--- src/rtl/msfsm_mealy_node_param.sv ---
// msfsm_mealy_node_param: one-hot Mealy FSM node; in t_req/tb_in, out t_ack (comb), state_out/fire/fire_count/illegal (registered)
module msfsm_mealy_node_param #(
  parameter int N_STATES = 3,
  parameter int N_TRANS = 4,
  parameter int N_PEERS = 3,
  parameter int CNT_W = 8,
  parameter logic [N_STATES-1:0] RESET_STATE = 3'b100,
  parameter logic [N_TRANS*N_STATES-1:0] TR_SRC = 12'b010_100_100_001,
  parameter logic [N_TRANS*N_STATES-1:0] TR_DST = 12'b001_001_010_100,
  parameter logic [N_TRANS*N_PEERS-1:0] TB_MASK = 12'b000_000_000_111
) (
  input  logic                       clk,
  input  logic                       reset,
  input  logic [N_TRANS-1:0]         t_req,
  input  logic [N_TRANS*N_PEERS-1:0] tb_in,
  output logic [N_TRANS-1:0]         t_ack,
  output logic [N_STATES-1:0]        state_out,
  output logic [N_TRANS-1:0]         fire,
  output logic [CNT_W-1:0]           fire_count,
  output logic                       illegal
);
  logic [N_STATES-1:0] state, dst;
  logic [N_TRANS-1:0] en;
  logic legal;
  function automatic logic onehot(input logic [N_STATES-1:0] v);
    return v != '0 && (v & (v - N_STATES'(1))) == '0;
  endfunction
  assign legal = onehot(state);
  assign state_out = state;
  for (genvar t = 0; t < N_TRANS; t++) begin : g_tr
    assign en[t] = |(state & TR_SRC[t*N_STATES +: N_STATES]) & t_req[t]
                   & (&(tb_in[t*N_PEERS +: N_PEERS] | ~TB_MASK[t*N_PEERS +: N_PEERS]));
    if (!onehot(TR_SRC[t*N_STATES +: N_STATES]) || !onehot(TR_DST[t*N_STATES +: N_STATES]))
      $error("transition %0d: SRC/DST not one-hot", t);
  end
  if (!onehot(RESET_STATE)) $error("RESET_STATE not one-hot");
  always_comb begin
    t_ack = (reset || !legal) ? '0 : en & (~en + N_TRANS'(1));
    dst = '0;
    for (int k = 0; k < N_TRANS; k++) dst |= t_ack[k] ? TR_DST[k*N_STATES +: N_STATES] : '0;
  end
  always_ff @(posedge clk) begin
    if (reset) begin
      state <= RESET_STATE;
      fire <= '0;
      fire_count <= '0;
      illegal <= 1'b0;
    end else begin
      state <= !legal ? RESET_STATE : (|t_ack ? dst : state);
      fire <= t_ack;
      fire_count <= fire_count + CNT_W'(|t_ack);
      illegal <= illegal | !legal;
    end
  end
endmodule

--- config.mk ---
export PLATFORM = sky130hd
export DESIGN_NAME = msfsm_mealy_node_param
export DESIGN_NICKNAME = d
export VERILOG_FILES = /design/src/rtl/msfsm_mealy_node_param.sv
export SDC_FILE = /design/constraint.sdc
export NUM_CORES = 1
export LEC_CHECK = 0
export ABC_AREA = 1
export ABC_CLOCK_PERIOD_IN_PS = 3400
export CELL_PAD_IN_SITES_DETAIL_PLACEMENT = 1
export CELL_PAD_IN_SITES_GLOBAL_PLACEMENT = 2
export CORE_MARGIN = 4
export CORE_UTILIZATION = 22
export CTS_CLUSTER_DIAMETER = 150
export DETAILED_ROUTE_END_ITERATION = 12
export GPL_ROUTABILITY_DRIVEN = 0
export PLACE_DENSITY = 0.85
export SETUP_SLACK_MARGIN = 0.05
export SYNTH_ARGS = -nofsm -noshare
export SYNTH_HDL_FRONTEND = slang
export SYNTH_SLANG_ARGS = --single-unit
--- constraint.sdc ---
create_clock -name clk -period 3.4 [get_ports clk]
set_input_delay 0.68 -clock clk [delete_from_list [all_inputs] [get_ports clk]]
set_output_delay 0.68 -clock clk [all_outputs]
set_load 0.01 [all_outputs]
==> results of run 1 <==
logic make-up (layout without fill, tap and decap cells):
kind of cell,count (synthesis),count (layout),synth area share
AOI/OAI and AO/OA,8,8,0.0619
xor gates and xnor gates,1,1,0.0114
adders and majority gates,2,2,0.0326
buffers and inverters,24,54,0.127
DFF,16,16,0.417
and+or+nand+nor,51,51,0.350
registers in the layout, summed over array words and instances (netlist names):
name,cells
fire_count,8
fire,4
state_out,3
illegal,1
layer usage:
metal,global-route usage,part of all wire,up-vias
li1,-,-,372
met1,0.105,0.41,340
met2,0.183,0.53,18
met3,0.0320,0.046,5
met4,0.0228,0.013,0
met5,0,0,-
through the flow:
stage	cell area (sq um)	utilization	hold WS, ns	power (W)	setup WS (ns)
2_1_floorplan	768	-	0.511	0.000420	1.28
3_3_place_gp	1100	0.327	0.462	0.000532	0.438
3_5_place_dp	1100	0.327	0.460	0.000548	0.407
4_1_cts	1120	0.333	0.492	0.000654	0.392
5_1_grt	1120	0.333	0.535	0.000693	0.280
6_report	1120	0.333	0.485	0.000634	0.421
final timing paths:
check                                     end         start  cells past startpoint
worst max-delay path                 t_ack[1]         reset                      7
worst min-delay path                  illegal       illegal                      2
worst min register to register        illegal       illegal                      2
worst max register to register  fire_count[6]  state_out[0]                     12
placed cells by master, fill, tap and decap left out, drive strengths merged:
cell	instances
a21oi	4
buf	1
clkbuf	3
clkdlybuf4s50	28
clkinv	1
dfxtp	16
ha	2
inv	21
nand2	22
nand3	9
nor2	16
nor3	3
nor4	1
o21ai	4
xnor2	1
layout make-up:
type                            instances  area, sq um  area share
Timing Repair Buffer                   29          288       0.257
Sequential cell                        16          320       0.286
Multi-Input combinational cell         62          350       0.312
Clock buffer                            3         22.5      0.0201
Tap cell                               46         57.6      0.0513
Inverter                               22         82.6      0.0737
worst max-delay path: cells and delay by family:
kind / cells / cell delay (ns)
AND/OR/NAND/NOR: 3 / 0.46
buffers and inverters: 4 / 1.17
report_power, final:
part | internal (W) | switching, W
Combinational | 0.000132 | 0.000153
Sequential | 0.000223 | 0.0000289
Clock | 0.0000412 | 0.0000560
==> results.json, run 1 <==
{
  "crit_fanout": 9,
  "yosysTopAreaCell": "dfxtp_1",
  "crit_path_start_kind": "input port",
  "slew_violations": 0,
  "htreeDepth": 1,
  "cts.sinks": 16,
  "rows": 21,
  "wirelength_microns": 1890,
  "instances_no_fill": 178,
  "cts_tree": "done",
  "slew_headroom": 0.813,
  "yosysSeqAreaShare": 0.417,
  "synth.distinct_cells": 20,
  "pin_count": 38,
  "syn-instance-count": 102,
  "io_buffers": 28,
  "fin_skew_ns": 0.00546,
  "yosysMostFrequentCell": "nand2_1",
  "crit_arrival_ns": 2.30,
  "hpwl_microns": 1600,
  "rrSetupSlack_ns": 1.37,
  "drive_gt1_frac": 0.129,
  "drt-pass1-iter-count": 3,
  "vias_per_cell": 4.13,
  "async_flop_share": 0,
  "fillCellCount": 443,
  "cp_slowest_cell": "clkdlybuf4s50_1",
  "setup-violations-final": 0,
  "max_stage_delay_ns": 0.53,
  "wl_per_cell_microns": 10.6,
  "grt_pass1_wl_microns": 3370,
  "grt_antenna_before_repair": 0,
  "ys.flop_type": "dfxtp_1",
  "drc": 0,
  "max_clock_freq_mhz": 336,
  "antenna_left": 0,
  "fp.dieH_microns": 67.1,
  "core_area_sq_um": 3360,
  "synthTopCellsByArea": "dfxtp_1 (42%), nand2_1 (9.8%), inv_1 (8.8%), nor2_1 (6.4%), nand3_1 (4.6%)",
  "cts_resized": 0,
  "grt_setup_unrepaired": "no",
  "n_antenna_cell": 0,
  "hold_path_class": "reg2reg",
  "synth_common_cells": "nand2_1 (20), inv_1 (18), dfxtp_1 (16), nor2_1 (13), nand3_1 (7)",
  "drv_cap": 0,
  "grt_max_degree": 10,
  "cp-end-kind": "output pin",
  "worst_slew_pin_slew_ns": 0.278,
  "synth-seq-cells": 16,
  "cp_cell_sequence": "clkdlybuf4s50_1 > inv_2 > nand3_4 > nor2_1 > nand2_1 > inv_1 > clkdlybuf4s50_1",
  "period_needed_ns": 2.98,
  "crit_top_cell": "clkdlybuf4s50_1",
  "syn_nets": 122,
  "powerDensity_nw_per_um2": 566,
  "crit_type": "in2out",
  "status": "complete, no violations",
  "clockBufferDepth": 2,
  "yosysWarnings": 0,
  "initial_core_util": 0.228,
  "grt_overflow": 0,
  "tns_ns": 0,
  "period_share": 0.876,
  "crit_required_ns": 2.72,
  "ctsHoldBuffers": 0,
  "cts_setup_buffers": 0,
  "layout.nets": 154,
  "synth_top_area_frac": 0.417,
  "syn2layout_area_growth_pct": 45.9,
  "die_w_microns": 67.1,
  "ir_worst_vdd_mv": 0.309,
  "p_leak_nw": 0.504,
  "grt_pass1_vias": 810,
  "cts_root_buf": "clkbuf_4",
  "syn-cell-area_sq_um": 768,
  "vias": 735,
  "dp.cells": 175,
  "numCtsBuffers": 3,
  "finalHoldViolations": 0,
  "dieArea_sq_um": 4500,
  "syn_avg_cell_area_sq_um": 7.53,
  "synth_edf_count": 0,
  "clk_pin_slew_ns": 0.09,
  "insertion_delay_ns": 0.28,
  "drtIter0Drc": 36,
  "grt_usage": 0.0980
}
No activity file was read; power rests on OpenSTA's default activity.
==> run 2: changes to the inputs <==
--- a/config.mk
+++ b/config.mk
@@ -7,6 +7,7 @@
 export LEC_CHECK = 0
 export ABC_AREA = 1
 export ABC_CLOCK_PERIOD_IN_PS = 3400
+export CAP_MARGIN = 20
 export CELL_PAD_IN_SITES_DETAIL_PLACEMENT = 1
 export CELL_PAD_IN_SITES_GLOBAL_PLACEMENT = 2
 export CORE_MARGIN = 4
==> results of run 2 <==
No change in the layout: final DEF, timing and power equal those of run 1.
==> run 3: changes to the inputs <==
--- a/config.mk
+++ b/config.mk
@@ -15,7 +15,7 @@
 export CTS_CLUSTER_DIAMETER = 150
 export DETAILED_ROUTE_END_ITERATION = 12
 export GPL_ROUTABILITY_DRIVEN = 0
-export PLACE_DENSITY = 0.85
+export PLACE_DENSITY_LB_ADDON = 0.1
 export SETUP_SLACK_MARGIN = 0.05
 export SYNTH_ARGS = -nofsm -noshare
 export SYNTH_HDL_FRONTEND = slang
==> results.json, run 3 (synthesis gave the netlist of run 1 again) <==
{
  "status": "complete, no violations",
  "p_leak_nw": 0.511,
  "total_power_w": 0.000658,
  "grt_antenna_before_repair": 0,
  "cts.sinks": 16,
  "drv_cap": 0,
  "crit_top_cell": "clkdlybuf4s50_1",
  "crit_type": "in2out",
  "regMostFlops": "fire_count",
  "crit_fanout": 9,
  "insertion_delay_ns": 0.29,
  "clockPowerShare": 0.194,
  "crit_path_start_kind": "input port",
  "n_antenna_cell": 0,
  "cts_tree": "done",
  "fillCellCount": 450,
  "htreeDepth": 1,
  "grt_pass1_wl_microns": 3240,
  "slew_headroom": 0.831,
  "syn2layout_area_growth_pct": 47.7,
  "multi_input_area_sq_um": 350,
  "ctsHoldBuffers": 0,
  "crit_arrival_ns": 2.29,
  "crit_required_ns": 2.72,
  "layout.nets": 154,
  "grt_max_degree": 10,
  "max_clock_freq_mhz": 337,
  "grt_pass1_vias": 786,
  "cp_cell_sequence": "clkdlybuf4s50_1 > inv_2 > nand3_4 > nor2_1 > nand2_1 > inv_1 > clkdlybuf4s50_1",
  "max_stage_delay_ns": 0.53,
  "fin_skew_ns": 0.00849,
  "regArea_sq_um": 320,
  "finalHoldViolations": 0,
  "worst_slew_pin_slew_ns": 0.252,
  "drt-pass1-iter-count": 4,
  "clk_pin_slew_ns": 0.09,
  "p_sw_frac": 0.361,
  "initial_core_util": 0.228,
  "rows": 21,
  "hold_path_class": "reg2reg",
  "fp.dieH_microns": 67.1,
  "cts_setup_buffers": 0,
  "largest_reg_flops": 8,
  "p_int_w": 0.000420,
  "seqPwrFrac": 0.381,
  "final_cell_mix": "clkdlybuf4s50_1 (28), nand2_1 (20), inv_1 (18)",
  "cts_resized": 0,
  "drc": 0,
  "final_common_cell": "clkdlybuf4s50_1",
  "core_area_sq_um": 3360,
  "p_sw_w": 0.000238,
  "pin_count": 38,
  "drive_gt1_frac": 0.135,
  "powerDensity_nw_per_um2": 579,
  "cp-end-kind": "output pin",
  "wirelength_microns": 1810,
  "wl_per_cell_microns": 10.1,
  "vias_per_cell": 3.99,
  "grt_setup_unrepaired": "no",
  "dieArea_sq_um": 4500,
  "numCtsBuffers": 3,
  "drtIter0Drc": 12,
  "grt_usage": 0.0946,
  "cp_slowest_cell": "clkdlybuf4s50_1",
  "ir_worst_vdd_mv": 0.215,
  "rrSetupSlack_ns": 1.35,
  "period_needed_ns": 2.97,
  "cts_root_buf": "clkbuf_4",
  "setup-violations-final": 0,
  "hpwl_microns": 1520,
  "vias": 715,
  "io_buffers": 28,
  "antenna_left": 0,
  "period_share": 0.872,
  "tns_ns": 0,
  "die_w_microns": 67.1,
  "slew_violations": 0,
  "clockBufferDepth": 2,
  "grt_overflow": 0,
  "comb_power_share": 0.425
}
[run 3: critical path: cells and delay by family]
family	cells	cell delay (ns)
buffers and inverters	4	1.16
AND/OR/NAND/NOR	3	0.43
[run 3: power groups by stage]
stage | Sequential (W) | Combinational [W] | Clock (W)
after floorplan | 0.000269 | 0.000151 | 0
after global placement | 0.000257 | 0.000281 | 0
after detailed placement | 0.000257 | 0.000287 | 0
after CTS | 0.000253 | 0.000288 | 0.000137
after global routing | 0.000258 | 0.000325 | 0.000142
final | 0.000250 | 0.000280 | 0.000127
[run 3: cell type report]
type                    count  area share
clock buffers               4      0.0320
inverters                  22      0.0728
multi-input cells          62       0.309
flip-flops and latches     16       0.282
well taps                  46      0.0507
repair buffers             29       0.254
[run 3: path summary, 6_finish.rpt]
kind                        end         start  cells past startpoint
setup / recovery       t_ack[1]         reset                      7
hold / removal          illegal       illegal                      2
setup reg to reg  fire_count[6]  state_out[2]                     13
hold reg to reg         illegal       illegal                      2
[run 3: layer usage]
layer	up-vias	track usage	wire length, microns
li1	374	-	-
met1	322	0.109	819
met2	15	0.164	883
met3	4	0.0236	75
met4	0	0.0380	31
met5	-	0	0
[run 3: stage by stage]
stage	util	worst slack, ns	hold WS [ns]	cell area [sq um]	instances
detailed placement	0.327	0.395	0.465	1100	175
floorplan	-	1.28	0.511	768	102
global route	0.337	0.277	0.522	1130	179
CTS	0.337	0.389	0.493	1130	179
global placement	0.327	0.406	0.460	1100	175
finish	0.337	0.434	0.486	1130	179
